`src/rtl/bg_pixel_shifter_if.sv`:
```
// Pixel push link between the background fetcher (master) and the pixel shifter FIFO (slave).
typedef struct packed {
  logic [1:0] color;
} ppu_pixel_t;

interface bg_pixel_shifter_if #(
  parameter int DEPTH = 16
);
  logic                   bg_push_en;
  ppu_pixel_t             bg_push_px;
  logic                   bg_fifo_full;
  logic                   bg_fifo_empty;
  logic [$clog2(DEPTH):0] fifo_count;

  modport master (
    output bg_push_en, bg_push_px,
    input  bg_fifo_full, bg_fifo_empty, fifo_count
  );

  modport slave (
    input  bg_push_en, bg_push_px,
    output bg_fifo_full, bg_fifo_empty, fifo_count
  );
endinterface

```
`src/rtl/bg_pixel_shifter.sv`:
```
// Background pixel FIFO plus per-dot shifter: drops SCX fine-scroll pixels, maps colour
// indices through BGP and emits one shade per dot for a SCREEN_W-wide line.
module bg_pixel_shifter #(
  parameter int DEPTH    = 16,
  parameter int SCREEN_W = 160
) (
  input  logic                clk,
  input  logic                reset,
  input  logic                dot_en,
  input  logic                flush,
  input  logic                line_start,
  input  logic [2:0]          scx_fine,
  input  logic [7:0]          bgp,
  bg_pixel_shifter_if.slave   push,
  output logic                pixel_valid,
  output logic [7:0]          pixel_x,
  output logic [1:0]          pixel_shade,
  output logic                line_done
);

  localparam int AW = $clog2(DEPTH);
  localparam int CW = AW + 1;
  localparam logic [CW-1:0] FULL_CNT = CW'(DEPTH);
  localparam logic [7:0]    LAST_COL = 8'(SCREEN_W - 1);

  typedef enum logic [1:0] {IDLE, DISCARD, SHIFT, DONE} state_t;

  state_t        state_q, state_nxt;
  logic [1:0]    mem [DEPTH];
  logic [AW-1:0] wr_ptr, rd_ptr, wr_ptr_nxt, rd_ptr_nxt;
  logic [CW-1:0] count, count_nxt;
  logic          full_q, empty_q;
  logic [2:0]    disc, disc_nxt;
  logic [7:0]    col, col_nxt;
  logic          pop, push_ok;
  logic [1:0]    rd_color;

  logic          vld_p1, vld_nxt;
  logic [7:0]    x_p1, x_nxt;
  logic [1:0]    shade_p1, shade_nxt;
  logic          done_p1, done_nxt;

  function automatic logic [1:0] bgp_map(input logic [7:0] pal, input logic [1:0] c);
    return pal[{c, 1'b0} +: 2];
  endfunction

  // A flush cycle swallows both the push and the pop so the FIFO restarts cleanly.
  assign pop      = dot_en && !empty_q && !flush &&
                    ((state_q == DISCARD) || (state_q == SHIFT));
  assign push_ok  = push.bg_push_en && (!full_q || pop) && !flush;
  assign rd_color = mem[rd_ptr];

  always_comb begin
    count_nxt  = count;
    wr_ptr_nxt = wr_ptr;
    rd_ptr_nxt = rd_ptr;
    if (flush) begin
      count_nxt  = '0;
      wr_ptr_nxt = '0;
      rd_ptr_nxt = '0;
    end else begin
      if (push_ok) wr_ptr_nxt = wr_ptr + 1'b1;
      if (pop)     rd_ptr_nxt = rd_ptr + 1'b1;
      case ({push_ok, pop})
        2'b10:   count_nxt = count + 1'b1;
        2'b01:   count_nxt = count - 1'b1;
        default: count_nxt = count;
      endcase
    end
  end

  always_comb begin
    state_nxt = state_q;
    disc_nxt  = disc;
    col_nxt   = col;
    vld_nxt   = 1'b0;
    done_nxt  = 1'b0;
    x_nxt     = x_p1;
    shade_nxt = shade_p1;
    case (state_q)
      IDLE: begin
        if (dot_en && line_start) begin
          disc_nxt  = scx_fine;
          col_nxt   = '0;
          x_nxt     = '0;
          state_nxt = (scx_fine != 3'd0) ? DISCARD : SHIFT;
        end
      end
      DISCARD: begin
        if (pop) begin
          disc_nxt = disc - 1'b1;
          if (disc == 3'd1) state_nxt = SHIFT;
        end
      end
      SHIFT: begin
        if (pop) begin
          vld_nxt   = 1'b1;
          x_nxt     = col;
          shade_nxt = bgp_map(bgp, rd_color);
          col_nxt   = col + 1'b1;
          if (col == LAST_COL) state_nxt = DONE;
        end
      end
      DONE: begin
        if (dot_en) begin
          done_nxt  = 1'b1;
          state_nxt = IDLE;
        end
      end
      default: state_nxt = IDLE;
    endcase
  end

  // Storage is never reset; only the pointers/count decide what is valid.
  always_ff @(posedge clk) begin
    if (push_ok) mem[wr_ptr] <= push.bg_push_px.color;
  end

  // Output stage p1: registered state, FIFO flags and pixel strobes.
  always_ff @(posedge clk) begin
    if (reset) begin
      state_q  <= IDLE;
      wr_ptr   <= '0;
      rd_ptr   <= '0;
      count    <= '0;
      full_q   <= 1'b0;
      empty_q  <= 1'b1;
      disc     <= '0;
      col      <= '0;
      vld_p1   <= 1'b0;
      x_p1     <= '0;
      shade_p1 <= '0;
      done_p1  <= 1'b0;
    end else begin
      state_q  <= state_nxt;
      wr_ptr   <= wr_ptr_nxt;
      rd_ptr   <= rd_ptr_nxt;
      count    <= count_nxt;
      full_q   <= (count_nxt == FULL_CNT);
      empty_q  <= (count_nxt == '0);
      disc     <= disc_nxt;
      col      <= col_nxt;
      vld_p1   <= vld_nxt;
      x_p1     <= x_nxt;
      shade_p1 <= shade_nxt;
      done_p1  <= done_nxt;
    end
  end

  assign push.bg_fifo_full  = full_q;
  assign push.bg_fifo_empty = empty_q;
  assign push.fifo_count    = count;
  assign pixel_valid        = vld_p1;
  assign pixel_x            = x_p1;
  assign pixel_shade        = shade_p1;
  assign line_done          = done_p1;

  a_count_bound: assert property (@(posedge clk) disable iff (reset) count <= FULL_CNT);
  a_flags_excl:  assert property (@(posedge clk) disable iff (reset) !(full_q && empty_q));

endmodule

```
`src/flat_wrapper.sv`:
```
// flat-port wrapper written by rule: the top's interface ports become plain ports
module bg_pixel_shifter_flat 
#(
  parameter int DEPTH    = 16,
  parameter int SCREEN_W = 160
)
  (clk, reset, dot_en, flush, line_start, scx_fine, bgp, pixel_valid, pixel_x, pixel_shade, line_done, push_bg_push_en, push_bg_push_px, push_bg_fifo_full, push_bg_fifo_empty, push_fifo_count);
  bg_pixel_shifter_if #(.DEPTH(DEPTH)) push_i ();
  input  logic clk;
  input  logic reset;
  input  logic dot_en;
  input  logic flush;
  input  logic line_start;
  input  logic [2:0] scx_fine;
  input  logic [7:0] bgp;
  output logic pixel_valid;
  output logic [7:0] pixel_x;
  output logic [1:0] pixel_shade;
  output logic line_done;
  input wire logic [$bits(push_i.bg_push_en)-1:0] push_bg_push_en;
  input wire logic [$bits(push_i.bg_push_px)-1:0] push_bg_push_px;
  output wire logic [$bits(push_i.bg_fifo_full)-1:0] push_bg_fifo_full;
  output wire logic [$bits(push_i.bg_fifo_empty)-1:0] push_bg_fifo_empty;
  output wire logic [$bits(push_i.fifo_count)-1:0] push_fifo_count;
  assign push_i.bg_push_en = push_bg_push_en;
  assign push_i.bg_push_px = push_bg_push_px;
  assign push_bg_fifo_full = push_i.bg_fifo_full;
  assign push_bg_fifo_empty = push_i.bg_fifo_empty;
  assign push_fifo_count = push_i.fifo_count;
  bg_pixel_shifter #(.DEPTH(DEPTH), .SCREEN_W(SCREEN_W)) u_core (.clk(clk), .reset(reset), .dot_en(dot_en), .flush(flush), .line_start(line_start), .scx_fine(scx_fine), .bgp(bgp), .push(push_i), .pixel_valid(pixel_valid), .pixel_x(pixel_x), .pixel_shade(pixel_shade), .line_done(line_done));
endmodule
```
`config.mk`:
```
export PLATFORM = sky130hd
export DESIGN_NAME = bg_pixel_shifter_flat
export DESIGN_NICKNAME = d
export VERILOG_FILES = /design/src/rtl/bg_pixel_shifter_if.sv /design/src/rtl/bg_pixel_shifter.sv /design/src/flat_wrapper.sv
export SDC_FILE = /design/constraint.sdc
export NUM_CORES = 1
export LEC_CHECK = 0
export CAP_MARGIN = 20
export CORE_ASPECT_RATIO = 0.6
export CORE_UTILIZATION = 45
export DETAILED_ROUTE_END_ITERATION = 8
export GPL_ROUTABILITY_DRIVEN = 0
export PLACE_DENSITY = 0.69
export SETUP_SLACK_MARGIN = 0.4
export SYNTH_ARGS = -nofsm -noshare
export SYNTH_HDL_FRONTEND = slang
export SYNTH_SLANG_ARGS = --single-unit
```
`constraint.sdc`:
```
create_clock -name clk -period 6.1 [get_ports clk]
set_input_delay 0.61 -clock clk [delete_from_list [all_inputs] [get_ports clk]]
set_output_delay 0.61 -clock clk [all_outputs]
set_load 0.1 [all_outputs]
```
==> results of run 1 <==
cells by family (layout without fill, tap and decap cells):
group	after synthesis	after routing	synth area share
adders and majority gates	16	16	0.05803
AOI/OAI and AO/OA	51	51	0.09975
and+or+nand+nor	98	98	0.1378
DFF	76	76	0.5339
xor gates and xnor gates	17	17	0.04316
buffers and inverters	26	68	0.03554
muxes	22	22	0.09177
routing by layer:
layer | vias to the layer above | global-route usage
li1 | 1171 | -
met2 | 72 | 0.2631
met4 | 0 | 0.04762
met5 | - | 0
met1 | 1168 | 0.2906
met3 | 6 | 0.05944
state kept, by name, summed over array words and instances (netlist names), named ones only:
register                   count
u_core.push.fifo_count         5
u_core.disc                    3
u_core.line_done               1
u_core.mem                    32
u_core.state_q                 2
u_core.rd_ptr                  4
u_core.pixel_valid             1
u_core.push.bg_fifo_full       1
u_core.pixel_x                 8
u_core.push.bg_fifo_empty      1
u_core.col                     8
u_core.pixel_shade             2
u_core.wr_ptr                  4
cell type report:
cell class	instances	area share
Clock buffer	14	0.07070
Clock inverter	2	0.003282
Inverter	15	0.01342
Multi-Input combinational cell	204	0.3541
Sequential cell	76	0.4391
Tap cell	104	0.03103
Timing Repair Buffer	37	0.08831
worst max-delay path by stage:
stage	start	endpoint	slack, ns	cells after the start
floorplan	u_core.push.bg_fifo_empty	u_core.push.bg_fifo_full	2.60	15
global placement	dot_en	u_core.push.bg_fifo_full	2.19	15
detailed placement	dot_en	u_core.push.bg_fifo_full	2.01	15
CTS	dot_en	u_core.push.bg_fifo_full	2.27	15
global route	dot_en	u_core.push.bg_fifo_full	1.88	15
finish	dot_en	u_core.push.bg_fifo_full	2.21	15
cell usage in the layout (no fill, tap or decap), drive strengths merged, types with 2 or more instances in the layout:
cell type	instances
a211oi	2
a21oi	14
a22o	9
a31oi	2
and3	3
and4	2
clkbuf	14
clkdlybuf4s50	37
clkinv	2
dfxtp	44
edfxtp	32
ha	16
inv	15
mux2	2
mux2i	14
mux4	6
nand2	16
nand2b	6
nand3	5
nand3b	2
nand4	5
nor2	43
nor2b	3
nor3	6
o21ai	13
o221ai	2
o22ai	2
or3	2
xnor2	5
xor2	12
power groups by stage:
stage	clock network [W]	registers, W	logic (W)
after floorplan	0	0.000565	0.0000990
after global placement	0	0.000562	0.000144
after detailed placement	0	0.000562	0.000144
after CTS	0.000533	0.000552	0.000146
after global routing	0.000556	0.000553	0.000164
final	0.000529	0.000552	0.000147
critical path: stages:
cell and delay, ns:
clkdlybuf4s50_1 0.63, nand4bb_1 0.22, inv_1 0.27, o21ai_2 0.12, nor2_1 0.33, inv_1 0.12, ha_1 0.31, xor2_1 0.18
ha_1 0.21, a21oi_1 0.07, o21ai_0 0.16, a32oi_1 0.09, or3_1 0.35, a21oi_1 0.27, and4_1 0.21
stage by stage:
stage          hold slack, ns  total power, W  utilization  instances
3_5_place_dp           0.4557       0.0007067       0.5301        436
5_1_grt                0.4928        0.001273       0.5724        452
2_1_floorplan          0.4570       0.0006636            -        306
3_3_place_gp           0.4477       0.0007066       0.5301        436
6_report               0.4707        0.001228       0.5724        452
4_1_cts                0.4782        0.001230       0.5724        452
==> flow_summary.yaml, run 1 <==
timing:
  fin_crit_sh: 0.6380
  setup_viol: 0
  layout_min_cycle_time_ns: 3.892
  tightest_slew_ns: 1.003
  report.final.slew_viol_count: 0
  tns_ns: 0
  fmaxAchievable_mhz: 256.9
  hold_viol: 0
  layout_setup_ws_ns: 2.208
  maxSlewHeadroom: 0.3295
  skew_ns: 0.007041
  rsz0062_at_grt: "false"
floorplanning:
  die_area_um2: 8031
  fp.dieH_um: 69.82
  die_w_um: 115.0
  pin_count: 38
  coreArea_um2: 7327
  start_util: 0.4708
  std_cell_rows: 24
route:
  wl_met3_um: 530
  drt_iter0_drc: 115
  ant_nets: 0
  top_layer_used: "met4"
  route.detailed.drc: 0
  dr_wl_met2_um: 2860
  viasPerCell: 5.347
  vias: 2417
  wl_met1_um: 3736
  routed_wl_um: 7190
  wl_per_cell_um: 15.91
  drt_pass1_iterations: 4
synth:
  yosysMostFrequentCell: "dfxtp_1"
  synthCells: 306
  synth_edf_count: 32
  synth_top_area_frac: 0.2786
  async_reset_ff_frac: 0
  ys_warn_count: 0
  synthTopCellsByArea: "edfxtp_1 (28%), dfxtp_1 (26%), ha_1 (5.8%), nor2_1 (4.7%), mux2i_1 (4.1%)"
  synth_flop_cell: "dfxtp_1"
  yosys_register_bits: 76
  yosys.area.top_type: "edfxtp_1"
  synth.distinct_cells: 48
  syn_nets: 341
  synth_common_cells: "dfxtp_1 (44), nor2_1 (43), edfxtp_1 (32)"
  avgSynthCellArea_um2: 11.27
  synth-seq-area-share: 0.5339
  synth_area_um2: 3450
clocking:
  cts_sinks: 76
  hold_buffers: 0
  cts-root-buf: "clkbuf_16"
  cts_max_level: 3
  clk_latency_ns: 0.33
  cts.clk_slew.worst_paths_ns: 0.06
  cts_buffers: 9
  cts-resized-gates: 0
  cts_tree: "yes"
  postCtsSetupRepairBufs: 0
  cts_buffer_depth: 2
pwr:
  p_comb_frac: 0.120
  p_sw_w: 0.0002885
  seq_power_share: 0.449
  clockPowerShare: 0.431
  ir_worst_vdd_v: 0.0001171
  cellLeakagePower_nw: 1.499
  switching_share: 0.2349
  p_per_area_nw_per_um2: 292.9
  p_int_w: 0.0009398
global_routing:
  antenna_found_initial: 0
  grt_max_degree: 17
  grt_pass1_vias: 2290
  grtUsageTotal: 0.1920
  grt_pass1_wl_um: 11610
  grt.overflow.total: 0
finish:
  num-fill-cells: 639
  nets: 378
  multiInputGateArea_um2: 1485
  area_growth_pct: 21.58
  register_area_um2: 1842
  drive_above_1_share: 0.06897
  antenna_cells: 0
  final_area_um2: 4194
flow_run:
  cap_viol_max_count: 0
worst_hold_path:
  min_from: "u_core.pixel_shade[1]"
  hold_path_class: "reg -> reg"
  worstHoldEndpoint: "u_core.pixel_shade[1]"
  hold_depth: 2
critical_path:
  critPathCaptureType: "flop"
  reg2regPathDepth: 16
  r2r-start: "u_core.state_q[1]"
  critPathKind: "in -> reg"
  crit_required_ns: 6.37
  critPathMaxFanout: 7
  worstSetupStartpointType: "primary input"
  worst-r2r-setup-slack_ns: 2.36
  reg2reg_to: "u_core.push.bg_fifo_full"
  cp.arrival_ns: 4.16
placed_design:
  io_buffer_count: 37
  dpl.hpwl_um: 5166
  dp_slack_ns: 2.012
  placed_area_um2: 3884
outcome:
  status: "completed"
(Power assumes the default switching activity.)
==> inputs of run 2 (changes only) <==
--- a/config.mk
+++ b/config.mk
@@ -10,7 +10,7 @@
 export CORE_UTILIZATION = 45
 export DETAILED_ROUTE_END_ITERATION = 8
 export GPL_ROUTABILITY_DRIVEN = 0
-export PLACE_DENSITY = 0.69
+export PLACE_DENSITY = 0.72
 export SETUP_SLACK_MARGIN = 0.4
 export SYNTH_ARGS = -nofsm -noshare
 export SYNTH_HDL_FRONTEND = slang
==> constraint.sdc (replaced) <==
create_clock -name clk -period 3.3 [get_ports clk]
set_input_delay 0.33 -clock clk [delete_from_list [all_inputs] [get_ports clk]]
set_output_delay 0.33 -clock clk [all_outputs]
set_load 0.1 [all_outputs]
==> run 2 against run 1 <==
Non-clock buffer count up 13; setup slack worse by 1.7 ns; highest routed layer unchanged; flip-flop and latch count unchanged; clock-buffer cell count down 4; critical path type is now reg -> reg; utilization up 2.6 points; hold slack better by 0.0028 ns.
==> flow_summary.yaml, run 2 (same netlist as run 1, synthesis figures left out) <==
route:
  ant_nets: 0
  drt_iter0_drc: 170
  wl_per_cell_um: 15.68
  route.detailed.drc: 0
  vias: 2445
  routed_wl_um: 7292
  drt_pass1_iterations: 4
  viasPerCell: 5.258
critical_path:
  critPathMaxFanout: 4
  cp.arrival_ns: 3.03
  crit_buf_inv: 3
  cpLargestDelayFamily: "simple AND/OR/NAND/NOR gates"
  critPathKind: "reg -> reg"
  worstSetupStartpointType: "flop"
  slowest_delay_ns: 0.38
  crit_required_ns: 3.57
  critPathCaptureType: "flop"
  crit_chain: "inv_4 -> ha_4 -> nand4bb_4 -> inv_4 -> o21ai_4 -> nor2_4 -> inv_2 -> ha_4 -> xor2_1 -> ha_2 -> a21oi_2 -> o21ai_1 -> a32oi_1 -> or3_1 -> a21oi_2 -> and4_1"
  slowest_stage: "or3_1"
timing:
  report.final.slew_viol_count: 0
  maxSlewHeadroom: 0.3421
  tightest_slew_ns: 0.9838
  rsz0062_at_grt: "true"
  tns_ns: 0
  skew_ns: 0.003277
  layout_setup_ws_ns: 0.5439
  fin_crit_sh: 0.8352
  fmaxAchievable_mhz: 362.8
  setup_viol: 0
  hold_viol: 0
  layout_min_cycle_time_ns: 2.756
pwr:
  cellLeakagePower_nw: 1.575
  ir_worst_vdd_v: 0.0002964
  p_per_area_nw_per_um2: 544.7
  p_total_w: 0.002388
clocking:
  cts_buffers: 9
  clk_latency_ns: 0.33
  cts_max_level: 3
  cts-root-buf: "clkbuf_16"
  cts.clk_slew.worst_paths_ns: 0.06
  cts_tree: "yes"
  cts_sinks: 76
  cts_buffer_depth: 2
floorplanning:
  std_cell_rows: 24
  die_area_um2: 8031
  coreArea_um2: 7327
  start_util: 0.4708
  pin_count: 38
  fp.dieH_um: 69.82
  die_w_um: 115.0
placed_design:
  dpl.hpwl_um: 5235
  dp_slack_ns: 0.1338
  placed_cells: 440
  io_buffer_count: 37
global_routing:
  antenna_found_initial: 0
  grt_max_degree: 17
  grt_pass1_vias: 2358
  grtUsageTotal: 0.1952
  grt_pass1_wl_um: 11690
  grt.overflow.total: 0
worst_hold_path:
  hold_path_class: "reg -> reg"
finish:
  fin_cells: 465
  final_common_cell: "nor2_1"
  nets: 391
  num-fill-cells: 601
  area_growth_pct: 27.09
  multiInputGateArea_um2: 1551
  layout_common_cells: "nor2_1 (42), dfxtp_1 (40), clkdlybuf4s50_1 (37), edfxtp_1 (32), nand2_1 (16)"
  drive_above_1_share: 0.1440
  register_area_um2: 1854
  largest_reg_flops: 32
  top_register: "u_core.mem"
  antenna_cells: 0
outcome:
  status: "completed"
flow_run:
  cap_viol_max_count: 0
run 2: changes by cell type in the layout (fill, tap and decap cells not counted), moves of 2 or more:
cell,change
ha_1,-3
a21oi_2,+2
dfxtp_1,-4
clkbuf_16,-2
clkbuf_1,-2
ha_4,+2
dfxtp_4,+3
inv_4,+3
bufinv_16,+2
a21oi_1,-2
clkinv_1,+2
buf_4,+13
inv_1,-4
run 2: path summary, 6_finish.rpt:
kind	to	start	cells after the start	slack, ns
max	u_core.push.bg_fifo_full	u_core.state_q[1]	16	0.54
min	u_core.pixel_shade[0]	u_core.pixel_shade[0]	2	0.47
max reg2reg	u_core.push.bg_fifo_full	u_core.state_q[1]	16	0.54
min reg2reg	u_core.pixel_shade[0]	u_core.pixel_shade[0]	2	0.47
run 2: tightest hold or removal path, delay by kind of cell, from the launching register on:
family          cells  cell delay, ns
simple gates        1            0.05
flops               1            0.33
compound gates      1            0.06
run 2: cell type report:
type / instances / share of cell area
well taps: 104 / 0.02968
clock buffers: 10 / 0.05451
multi-input cells: 204 / 0.3539
inverters: 15 / 0.01455
flip-flops and latches: 76 / 0.4229
repair buffers: 50 / 0.1067
clock inverters: 6 / 0.01769
run 2: per-stage QoR:
stage | area (um^2) | hold slack, ns | util
2_1_floorplan | 3526 | 0.4289 | -
3_3_place_gp | 3980 | 0.4502 | 0.5432
3_5_place_dp | 3980 | 0.4582 | 0.5432
4_1_cts | 4312 | 0.4711 | 0.5885
5_1_grt | 4384 | 0.5026 | 0.5984
6_report | 4384 | 0.4734 | 0.5984
run 2: repair_timing:
item                                    4_1_cts  5_1_grt
setup buffers                                 2        7
hold buffers                                  0        0
pin swaps                                     1        9
endpoints found under the setup margin        2        2
resized for setup                             0        5
run 2: metal layers:
layer,part of all wire,track usage,vias to the layer above
met5,0,0,-
met4,0.015,0.07071,0
met3,0.070,0.06381,10
met2,0.40,0.2610,81
met1,0.52,0.2899,1157
li1,-,-,1197
run 2: report_power, final:
part           internal (W)  leakage (nW)  switching, W
logic              0.000153         0.772      0.000179
registers           0.00101         0.646     0.0000206
clock network      0.000674         0.157      0.000356
==> inputs of run 3 (changes only) <==
==> constraint.sdc (replaced) <==
create_clock -name clk -period 2.3 [get_ports clk]
set_input_delay 0.23 -clock clk [delete_from_list [all_inputs] [get_ports clk]]
set_output_delay 0.23 -clock clk [all_outputs]
set_load 0.1 [all_outputs]
==> run 3 against run 2 <==
The flow now finishes with violations (setup timing); via count increased by 7.4%; utilization is 8.1 points higher; global-route usage increased by 2.0 points; largest cell class is now multi-input gates; flip-flop and latch count stayed put; power grew 57%; die area did not move; design area is 13% higher; clock-buffer cell count down 1; critical path type unchanged; clock power rose by 58%; setup slack got worse by 0.92 ns; critical path depth decreased by 1.
==> flow_summary.yaml, run 3 (same netlist as run 1, synthesis figures left out) <==
finish:
  nets: 412
  area_growth_pct: 44.21
  layout_common_cells: "buf_4 (46), dfxtp_1 (36), edfxtp_1 (32), nor2_1 (29), clkdlybuf4s50_1 (18)"
  register_area_um2: 1862
  final_common_cell: "buf_4"
  antenna_cells: 0
  multiInputGateArea_um2: 1956
  largest_reg_flops: 32
  top_register: "u_core.mem"
  num-fill-cells: 518
  drive_above_1_share: 0.3822
clocking:
  hold_buffers: 0
  cts_max_level: 3
  clk_latency_ns: 0.34
  cts_tree: "yes"
  cts_buffers: 9
  cts.clk_slew.worst_paths_ns: 0.06
  cts_buffer_depth: 2
  cts-root-buf: "clkbuf_16"
  cts_sinks: 76
global_routing:
  grt_pass1_vias: 2496
  grt_max_degree: 17
  grt.overflow.total: 0
  grt_pass1_wl_um: 12790
  antenna_found_initial: 0
  grtUsageTotal: 0.2152
critical_path:
  cp.arrival_ns: 2.95
  reg2reg_to: "u_core.push.bg_fifo_full"
  critPathKind: "reg -> reg"
  worstSetupStartpointType: "flop"
  critPathCaptureType: "flop"
  crit_required_ns: 2.58
  r2r-start: "u_core.state_q[0]"
  reg2regPathDepth: 15
  slowest_delay_ns: 0.34
  critPathMaxFanout: 3
  slowest_stage: "or3_1"
  crit_chain: "inv_2 -> ha_4 -> nand4bb_4 -> inv_4 -> o21ai_4 -> nor2_4 -> inv_2 -> ha_4 -> xor2_2 -> ha_4 -> mux2i_1 -> a32oi_1 -> or3_1 -> a21oi_2 -> and4_1"
  worst-r2r-setup-slack_ns: -0.37
  crit_top_cell: "ha_4"
pwr:
  ir_worst_vdd_v: 0.0003638
  p_total_w: 0.003751
  p_per_area_nw_per_um2: 754.0
  cellLeakagePower_nw: 1.763
route:
  wl_per_cell_um: 17.98
  drt_pass1_iterations: 4
  ant_nets: 0
  route.detailed.drc: 0
  routed_wl_um: 8738
  drt_iter0_drc: 227
  viasPerCell: 5.401
  vias: 2625
timing:
  fin_crit_sh: 1.162
  report.final.slew_viol_count: 0
  tns_ns: -1.341
  hold_viol: 0
  skew_ns: 0.005614
  timing.hold.ws_ns: 0.4849
  layout_setup_ws_ns: -0.3724
  layout_min_cycle_time_ns: 2.672
  setup_viol: 5
  tightest_slew_ns: 0.7503
  maxSlewHeadroom: 0.4991
  fmaxAchievable_mhz: 374.2
  rsz0062_at_grt: "true"
worst_hold_path:
  min_from: "u_core.disc[1]"
  worstHoldEndpoint: "u_core.disc[1]"
  hold_path_class: "reg -> reg"
  hold_depth: 2
floorplanning:
  fp.dieH_um: 69.82
  std_cell_rows: 24
  die_area_um2: 8031
  pin_count: 38
  coreArea_um2: 7327
  start_util: 0.4708
  die_w_um: 115.0
flow_run:
  cap_viol_max_count: 0
placed_design:
  io_buffer_count: 37
  dpl.hpwl_um: 5409
outcome:
  status: "finished with violations"
  violations: "setup timing"
-- run 3: cell count changes in the layout (fill, tap and decap cells not counted), sizes merged --
cell and change:
clkinv -2, bufinv +1, inv +2, clkdlybuf4s50 -19, buf +40, clkbuf -1
-- run 3: report_power, final --
group | internal [W] | switching, W
clock network | 0.00107 | 0.000565
registers | 0.00144 | 0.0000254
logic | 0.000316 | 0.000343
-- run 3: how the worst max path moves through the flow --
stage	start	to	slack, ns	cells after the start
finish	u_core.state_q[0]	u_core.push.bg_fifo_full	-0.37	15
global route	u_core.state_q[1]	u_core.push.bg_fifo_full	-0.51	15
CTS	u_core.state_q[1]	u_core.push.bg_fifo_full	-0.41	15
detailed placement	dot_en	u_core.push.bg_fifo_full	-0.62	15
global placement	dot_en	u_core.push.bg_fifo_full	-0.51	15
floorplan	u_core.state_q[1]	u_core.push.bg_fifo_full	-0.61	17
-- run 3: metal layers --
layer / global-route usage / vias up / wire [um]
met5: 0 / - / 0
met4: 0.07359 / 0 / 107
met1: 0.3118 / 1296 / 4137
met3: 0.05332 / 10 / 550
met2: 0.3126 / 80 / 3942
li1: - / 1239 / -
-- run 3: final cells by class --
cell class | count | share of cell area
clock buffers | 9 | 0.04527
clock inverters | 7 | 0.02440
well taps | 104 | 0.02616
inverters | 15 | 0.01182
repair buffers | 71 | 0.1250
flip-flops and latches | 76 | 0.3742
multi-input cells | 204 | 0.3931
-- run 3: worst max-delay path, delay by kind of cell, from the launching register on --
family / cells / cell delay, ns
multiplexers: 1 / 0.16
AND/OR/NAND/NOR: 4 / 0.74
AO/OA/AOI/OAI: 3 / 0.37
buffers and inverters: 3 / 0.19
adder cells (fa/ha/maj): 3 / 0.63
XOR/XNOR: 1 / 0.19
flip-flops: 1 / 0.33
-- run 3: timing repair --
action	CTS	global route
buffers inserted	9	5
hold endpoints to repair	0	0
setup endpoints to repair	30	50
gates resized for setup	34	70
pin swaps	15	27
-- run 3: stage by stage --
step | worst slack, ns | std cells | area [um^2] | util
floorplan | -0.6129 | 306 | 3530 | -
global placement | -0.5103 | 456 | 4056 | 0.5536
detailed placement | -0.6198 | 456 | 4056 | 0.5536
CTS | -0.4086 | 481 | 4607 | 0.6288
global route | -0.5143 | 486 | 4975 | 0.6790
finish | -0.3724 | 486 | 4975 | 0.6790
